File: src/rtl/chunked_add_subtractor.sv
// Multi-cycle adder/subtractor: walks the operands CHUNK bits per clock, LSB
// chunk first, through a registered carry/borrow chain with a start/busy/done handshake.
module chunked_add_subtractor #(
  parameter int WIDTH = 20,
  parameter int CHUNK = 4
) (
  input  logic             clk,
  input  logic             rst,
  input  logic             start,
  input  logic             mode,
  input  logic [WIDTH-1:0] i0,
  input  logic [WIDTH-1:0] i1,
  output logic [WIDTH-1:0] d,
  output logic             bout,
  output logic             zero,
  output logic             ovf,
  output logic             busy,
  output logic             done
);

  localparam int N  = WIDTH / CHUNK;
  localparam int OW = (WIDTH > 1) ? $clog2(WIDTH) : 1;
  // The chunk walk is tracked by bit offset rather than chunk index, so no multiply is needed.
  localparam logic [OW-1:0] LAST_OFF = OW'((N - 1) * CHUNK);
  localparam logic [OW-1:0] STEP     = OW'(CHUNK);

  typedef enum logic [1:0] {
    IDLE = 2'd0,
    RUN  = 2'd1,
    DONE = 2'd2
  } state_t;

  state_t           state_r;
  logic [WIDTH-1:0] a_r;
  logic [WIDTH-1:0] b_r;
  logic [WIDTH-1:0] res_r;
  logic             mode_r;
  logic             chain_r;
  logic [OW-1:0]    off_r;

  logic [CHUNK:0]   op_s;
  logic             chain_next_s;
  logic [WIDTH-1:0] res_next_s;
  logic             ovf_s;

  // One chunk of a +/- b +/- chain; the extra top bit is carry-out (add) or borrow-out (sub).
  function automatic logic [CHUNK:0] chunk_op(
    input logic [CHUNK-1:0] a,
    input logic [CHUNK-1:0] b,
    input logic             add,
    input logic             cin
  );
    logic [CHUNK:0] ext_a;
    logic [CHUNK:0] ext_b;
    logic [CHUNK:0] ext_c;
    ext_a = {1'b0, a};
    ext_b = {1'b0, b};
    ext_c = {{CHUNK{1'b0}}, cin};
    if (add) begin
      return ext_a + ext_b + ext_c;
    end else begin
      return ext_a - ext_b - ext_c;
    end
  endfunction

  // Current chunk result, next chain bit and the partial result with this chunk merged in.
  always_comb begin
    op_s         = chunk_op(a_r[off_r +: CHUNK], b_r[off_r +: CHUNK], mode_r, chain_r);
    chain_next_s = op_s[CHUNK];
    res_next_s   = res_r;
    res_next_s[off_r +: CHUNK] = op_s[CHUNK-1:0];
    if (mode_r) begin
      ovf_s = (a_r[WIDTH-1] == b_r[WIDTH-1]) && (res_next_s[WIDTH-1] != a_r[WIDTH-1]);
    end else begin
      ovf_s = (a_r[WIDTH-1] != b_r[WIDTH-1]) && (res_next_s[WIDTH-1] != a_r[WIDTH-1]);
    end
  end

  // Control FSM, operand/chain datapath and registered result/flag outputs.
  always_ff @(posedge clk) begin
    if (rst) begin
      state_r <= IDLE;
      a_r     <= {WIDTH{1'b0}};
      b_r     <= {WIDTH{1'b0}};
      res_r   <= {WIDTH{1'b0}};
      mode_r  <= 1'b0;
      chain_r <= 1'b0;
      off_r   <= {OW{1'b0}};
      d       <= {WIDTH{1'b0}};
      bout    <= 1'b0;
      zero    <= 1'b0;
      ovf     <= 1'b0;
      busy    <= 1'b0;
      done    <= 1'b0;
    end else begin
      done <= 1'b0;
      case (state_r)
        IDLE, DONE: begin
          if (start) begin
            a_r     <= i0;
            b_r     <= i1;
            mode_r  <= mode;
            chain_r <= 1'b0;
            off_r   <= {OW{1'b0}};
            busy    <= 1'b1;
            state_r <= RUN;
          end else begin
            busy    <= 1'b0;
            state_r <= IDLE;
          end
        end
        RUN: begin
          res_r   <= res_next_s;
          chain_r <= chain_next_s;
          off_r   <= off_r + STEP;
          if (off_r == LAST_OFF) begin
            d       <= res_next_s;
            bout    <= chain_next_s;
            zero    <= (res_next_s == {WIDTH{1'b0}});
            ovf     <= ovf_s;
            busy    <= 1'b0;
            done    <= 1'b1;
            state_r <= DONE;
          end else begin
            busy    <= 1'b1;
            state_r <= RUN;
          end
        end
        default: begin
          busy    <= 1'b0;
          state_r <= IDLE;
        end
      endcase
    end
  end

endmodule

File: config.mk
export PLATFORM = sky130hd
export DESIGN_NAME = chunked_add_subtractor
export DESIGN_NICKNAME = d
export VERILOG_FILES = /design/src/rtl/chunked_add_subtractor.sv
export SDC_FILE = /design/constraint.sdc
export NUM_CORES = 1
export LEC_CHECK = 0
export CAP_MARGIN = 40
export CORE_ASPECT_RATIO = 0.8
export CORE_MARGIN = 10
export CORE_UTILIZATION = 50
export CTS_CLUSTER_DIAMETER = 50
export DETAILED_ROUTE_END_ITERATION = 8
export PLACE_DENSITY = 0.75
export REMOVE_ABC_BUFFERS = 1
export SETUP_SLACK_MARGIN = 0.3
export SLEW_MARGIN = 20
export SYNTH_ARGS = -nofsm -noshare
export SYNTH_HDL_FRONTEND = slang
export SYNTH_SLANG_ARGS = --single-unit
File: constraint.sdc
create_clock -name clk -period 5.1 [get_ports clk]
set_input_delay 0.51 -clock clk [delete_from_list [all_inputs] [get_ports clk]]
set_output_delay 0.51 -clock clk [all_outputs]
set_load 0.05 [all_outputs]
* Word level (Yosys, flattened, before mapping) *
Index checks and enable logic that the tools add are counted.

word-level totals
  bits in registers = 94
  input bits = 44
  output and inout bits = 25
  word-level logic and storage cells = 55

cells by class
  $add $sub $neg = 6
  equal/unequal tests = 7
  shift-type cells = 4
  mux-type cells = 14
  bitwise gates (word level) = 1
  reduce and logical (&&, ||, !) cells = 10

operators with widths
  kind                                                                     number
  20-bit by 6-bit indexed part select with 4-bit output                    2
  20-bit bitwise mux                                                       1
  20-bit zero test                                                         1
  4-bit by 7-bit variable shift with 20-bit output (first input constant)  1
  4-bit by 7-bit indexed part select with 20-bit output                    1
  5-bit 2-to-1 mux                                                         2
  5-bit one-hot mux with 2 select lines                                    1
  5-bit negator with 7-bit output                                          1
  1-bit 2-to-1 mux                                                         6
  2-bit AND reduction                                                      3
  4-bit by 4-bit adder with 5-bit output                                   1
  5-bit by 1-bit adder with 5-bit output                                   1
  5-bit by 3-bit adder with 5-bit output (second input constant)           1
  5-bit == test (second input constant)                                    1
  4-bit by 4-bit subtractor with 5-bit output                              1
  5-bit by 1-bit subtractor with 5-bit output                              1
  1-bit one-hot mux with 2 select lines                                    2
  2-bit one-hot mux with 2 select lines                                    1
  2-bit OR reduction                                                       2
  2-bit by 1-bit == test with 1-bit output (second input constant)         1
  2-bit == test (second input constant)                                    1
  1-bit logical AND                                                        2
  2-bit zero test                                                          1
  2-bit 2-to-1 mux                                                         1
  5 further kinds                                                          6

* Logic depth before layout (Yosys ltp) *
  depth after elaboration = 9
  depth in mapped cells = 16
  gate-level depth less buffers = 14

* Worst setup path after synthesis *
Ideal clock, no wire load.

  path type = register to register
  from = reg off_r[3]
  to = reg d[3]
  library setup time = 91 ps
  arrival time = 3,501 ps
  data required time = 5,009 ps
  slack = 1,509 ps
  cell stages (with the launch flop) = 15
  buffers on the path = 3
  period minus slack after synthesis = 3,591 ps
  cell sequence = dfxtp_1 buf_2 buf_1 nor3_1 nand2_1 o21a_1 fa_1 ha_1 nand2_1 o311ai_0 a2111oi_0 and4b_1 buf_4 nand3_1 a311oi_1

on the way
  longest elaborated chain between the ends = 6
  elaborated cells on any way between the ends = 13
  classes of those cells = add/sub (5); eq/ne (1); shift (4); mux (2); reduce/logical (1)

RTL lines
  element                                                                                                       RTL line  RTL
  from (decl)                                                                                                   39        logic [OW-1:0] off_r;
  from (signal assigned)                                                                                        88        off_r <= {OW{1'b0}};
  from (signal assigned)                                                                                        104       off_r <= {OW{1'b0}};
  from (signal assigned)                                                                                        115       off_r <= off_r + STEP;
  20-bit by 6-bit indexed part select with 4-bit output                                                         68        op_s = chunk_op(a_r[off_r +: CHUNK], b_r[off_r +: CHUNK], mode_r, chain_r);
  4-bit by 4-bit subtractor with 5-bit output / 4-bit by 4-bit adder with 5-bit output (equally long branches)  62, 60
  5-bit by 1-bit subtractor with 5-bit output / 5-bit by 1-bit adder with 5-bit output (equally long branches)  62, 60
  5-bit 2-to-1 mux                                                                                              59        if (add) begin
  4-bit by 7-bit indexed part select with 20-bit output                                                         71        res_next_s[off_r +: CHUNK] = op_s[CHUNK-1:0];
  20-bit bitwise mux                                                                                            71
  to (signal assigned)                                                                                          89        d <= {WIDTH{1'b0}};
  to (signal assigned)                                                                                          117       d <= res_next_s;
  to (decl)                                                                                                     13        output logic [WIDTH-1:0] d,

Several ways; a longest one is shown, not always the timed one.
A chain may end at the register's enable or synchronous reset.

* Worst setup path after layout *
  from = reg off_r[2]
  to = reg d[3]

Same word-level chain as after synthesis.

==> flow_metrics.env <==
export IMPL_status="complete, no violations"
export IMPL_setup_violations=0
export IMPL_yosysSeqAreaShare_pct=40.2
export IMPL_p_total_mw=1.64
export IMPL_fin_crit_ns=4.06
export IMPL_io_pins=69
export IMPL_grt_overflow=0
export IMPL_h_tree_depth=3
export IMPL_power_net_switching_mw=0.457
export IMPL_clock_latency_ns=0.34
export IMPL_die_w_um=126
export IMPL_route_detailed_drc=0
export IMPL_ys_ff_latch=91
export IMPL_dp_hpwl_um=8310
export IMPL_synth_top_family_by_area="simple AND/OR/NAND/NOR gates"
export IMPL_rsz0062_at_grt="false"
export IMPL_drt_initial_drc_count=327
export IMPL_critPathMaxFanout=17
export IMPL_clock_sinks=91
export IMPL_grt_max_degree=91
export IMPL_period_share_pct=79.5
export IMPL_arrival_ns=4.31
export IMPL_netlist_area_um2=4530
export IMPL_globalRouteTotalUtil_pct=17.0
export IMPL_start_util_pct=52.3
export IMPL_p_int_mw=1.19
export IMPL_cts_root_buf="clkbuf_16"
export IMPL_path_clk_slew_ns=0.06
export IMPL_netSwitchingFraction_pct=27.8
export IMPL_synth_warnings=0
export IMPL_fp_row_count=30
export IMPL_clock_skew_ns=0.00541
export IMPL_place_area_um2=5270
export IMPL_avgSynthCellArea_um2=8.02
export IMPL_area_delta_synth_final_pct=23.0
export IMPL_die_h_um=105
export IMPL_fmax_ghz=0.247
export IMPL_first_pass_iters=7
export IMPL_drtAntennaViolNets=0
export IMPL_finalWeightedCongestion=0.953
export IMPL_hp_class="flop to flop"
export IMPL_tns_ns=0
export IMPL_path_class="flop to flop"
export IMPL_die_area_um2=13300
export IMPL_grt_pass1_vias=3814
export IMPL_cp_required_ns=5.35
export IMPL_hold_viol_final=0
export IMPL_yosys_mux_area_fraction_pct=8.31
export IMPL_synth_adder_area_share_pct=5.08
export IMPL_wl_per_cell_um=15.9
export IMPL_synthSimpleGateAreaFrac_pct=22.1
export IMPL_postSynth_asyncResetShare_pct=0
export IMPL_synth_cells=565
export IMPL_ir_drop_mv=0.222
export IMPL_portBuffers=68
export IMPL_pwr_share_clk_pct=35.2
export IMPL_cts_resized=0
export IMPL_wirelength_um=11600
export IMPL_n_fill_cell=755
export IMPL_start_kind="flop"
export IMPL_synth_edf_count=0
export IMPL_cts_buffer_depth=2
export IMPL_place_ws_ns=0.993
export IMPL_p_leak_nw=2.02
export IMPL_synth_cell_type_count=54
export IMPL_cts_tree="yes"
export IMPL_fin_util_pct=64.3
export IMPL_fin_area_um2=5570
export IMPL_crit_slowest_cell="dfxtp_1"
export IMPL_drv_slew=0
export IMPL_max_slew_margin_rel_pct=43.3
export IMPL_setup_ws_ns=1.04
export IMPL_worst_slew_pin_slew_ns=0.827
export IMPL_post_cts_setup_buffers=0
export IMPL_core_area_um2=8670
export IMPL_grt_antenna_before_repair=0
export IMPL_crit_path_cell_trace="mux4_2 -> a22o_1 -> fa_1 -> ha_1 -> nand2_1 -> o311ai_0 -> a2111oi_0 -> and4b_1 -> nand3_1 -> a311oi_1"
export IMPL_drive_gt1_share_pct=7.28
export IMPL_synthFlopType="dfxtp_1"
export IMPL_diodes=0
export IMPL_nNetsFinal=675
export IMPL_hold_buffers=0
export IMPL_synth_compound_area_share_pct=17.8
export IMPL_synth_xor_area_share_pct=0.966
export IMPL_end_kind="flop"
export IMPL_power_frac_seq_pct=46.1
export IMPL_p_per_area_nw_per_um2=295
export IMPL_route_vias_total=4067
export IMPL_comb_power_share_pct=18.7
export IMPL_drv_cap=0
export IMPL_crit_path_max_incr_delay_ns=0.73
export IMPL_cts_made_buffers=9
export IMPL_grt_first_pass_wirelength_um=18900
export IMPL_viasPerCell=5.57
[final timing paths]
path              cells after the start  slack, ns       end      from
setup reg to reg                     10       1.04      d[3]  off_r[2]
hold reg to reg                       2       0.45  res_r[3]  res_r[3]
setup / recovery                     10       1.04      d[3]  off_r[2]
hold / removal                        2       0.45  res_r[3]  res_r[3]
[metrics by stage]
stage,std cells,hold slack [ns]
after floorplan,522,0.426
after global placement,712,0.437
after detailed placement,713,0.445
after CTS,727,0.453
after global routing,730,0.475
final,730,0.451
[final cells by class]
type	instances	area, µm²	area share [%]
clock inverter	4	20.0	0.359
tap	112	140	2.51
multi-input combinational	412	2470	44.3
sequential	91	1820	32.7
clock buffer	10	229	4.11
inverter	19	71.3	1.28
timing repair buffer	82	821	14.7
[metal layers]
layer	part of all wire (%)	track usage, %	wire length (µm)	vias up
met2	45	25.8	5230	131
met4	1.2	5.11	140	0
met3	7.1	5.76	817	13
met1	47	22.2	5400	1891
met5	0	0	0	-
li1	-	-	-	2032
[flip-flops by register name, summed over array words and instances (netlist names)]
name / cells
off_r: 3
res_r: 20
d: 20
done: 1
ovf: 1
zero: 1
b_r: 20
state_r: 2
bout: 1
a_r: 20
mode_r: 1
chain_r: 1
[layout by cell type (no fill, tap or decap), types with 6 or more instances in the layout]
master	n
dfxtp_1	91
a21oi_1	79
ha_1	12
a22o_1	6
nor3_1	8
mux2i_1	23
o21ai_0	12
nor2_1	54
a211oi_1	11
nand3b_1	7
inv_1	18
clkdlybuf4s50_1	67
clkbuf_16	9
nand3_1	10
buf_4	10
nand2_1	121
[synth_stat cells, types with 2 or more instances]
library cell	instances	area (µm²)
nor2b_1	5	31.3
a21oi_1	79	395
xnor2_1	4	35.0
and2_1	3	18.8
a311oi_1	2	17.5
a22oi_1	3	22.5
nand3b_1	7	52.6
clkbuf_1	35	131
o311ai_0	2	17.5
o31ai_1	2	15.0
nand2_1	121	454
o21ai_0	12	60.1
mux4_2	4	90.1
o211ai_1	2	15.0
fa_1	4	80.1
ha_1	12	150
mux2i_1	23	230
o41ai_1	2	17.5
nor2_1	54	203
o2111ai_1	2	17.5
nor4_1	2	12.5
nand3_1	10	50.1
o21a_1	5	37.5
dfxtp_1	91	1820
buf_4	2	15.0
a211oi_1	11	82.6
nand2b_1	3	18.8
mux2_2	5	56.3
a22o_1	6	52.6
nor3_1	8	40.0
inv_1	18	67.6
buf_2	4	20.0
[kinds of logic (layout without fill, tap and decap cells)]
| logic type | after synthesis | after routing |
|---|---|---|
| buf+inv | 62 | 115 |
| fa+ha+maj | 16 | 16 |
| flops | 91 | 91 |
| xor+xnor | 5 | 5 |
| mux | 32 | 32 |
| compound gates | 135 | 135 |
| simple gates | 224 | 224 |
[critical path: cells and delay by family (launching register included)]
family / cells / cell delay, ns
compound gates: 4 / 1.11
flops: 1 / 0.73
fa+ha+maj: 2 / 0.72
simple gates: 3 / 0.79
mux: 1 / 0.61
[power groups by stage]
stage	Sequential, mW	Combinational (mW)	Clock (mW)
after floorplan	0.770	0.184	0
after global placement	0.773	0.294	0
after detailed placement	0.773	0.297	0
after CTS	0.758	0.299	0.588
after global routing	0.760	0.341	0.621
final	0.757	0.307	0.578
No activity file was read; power rests on OpenSTA's default activity.
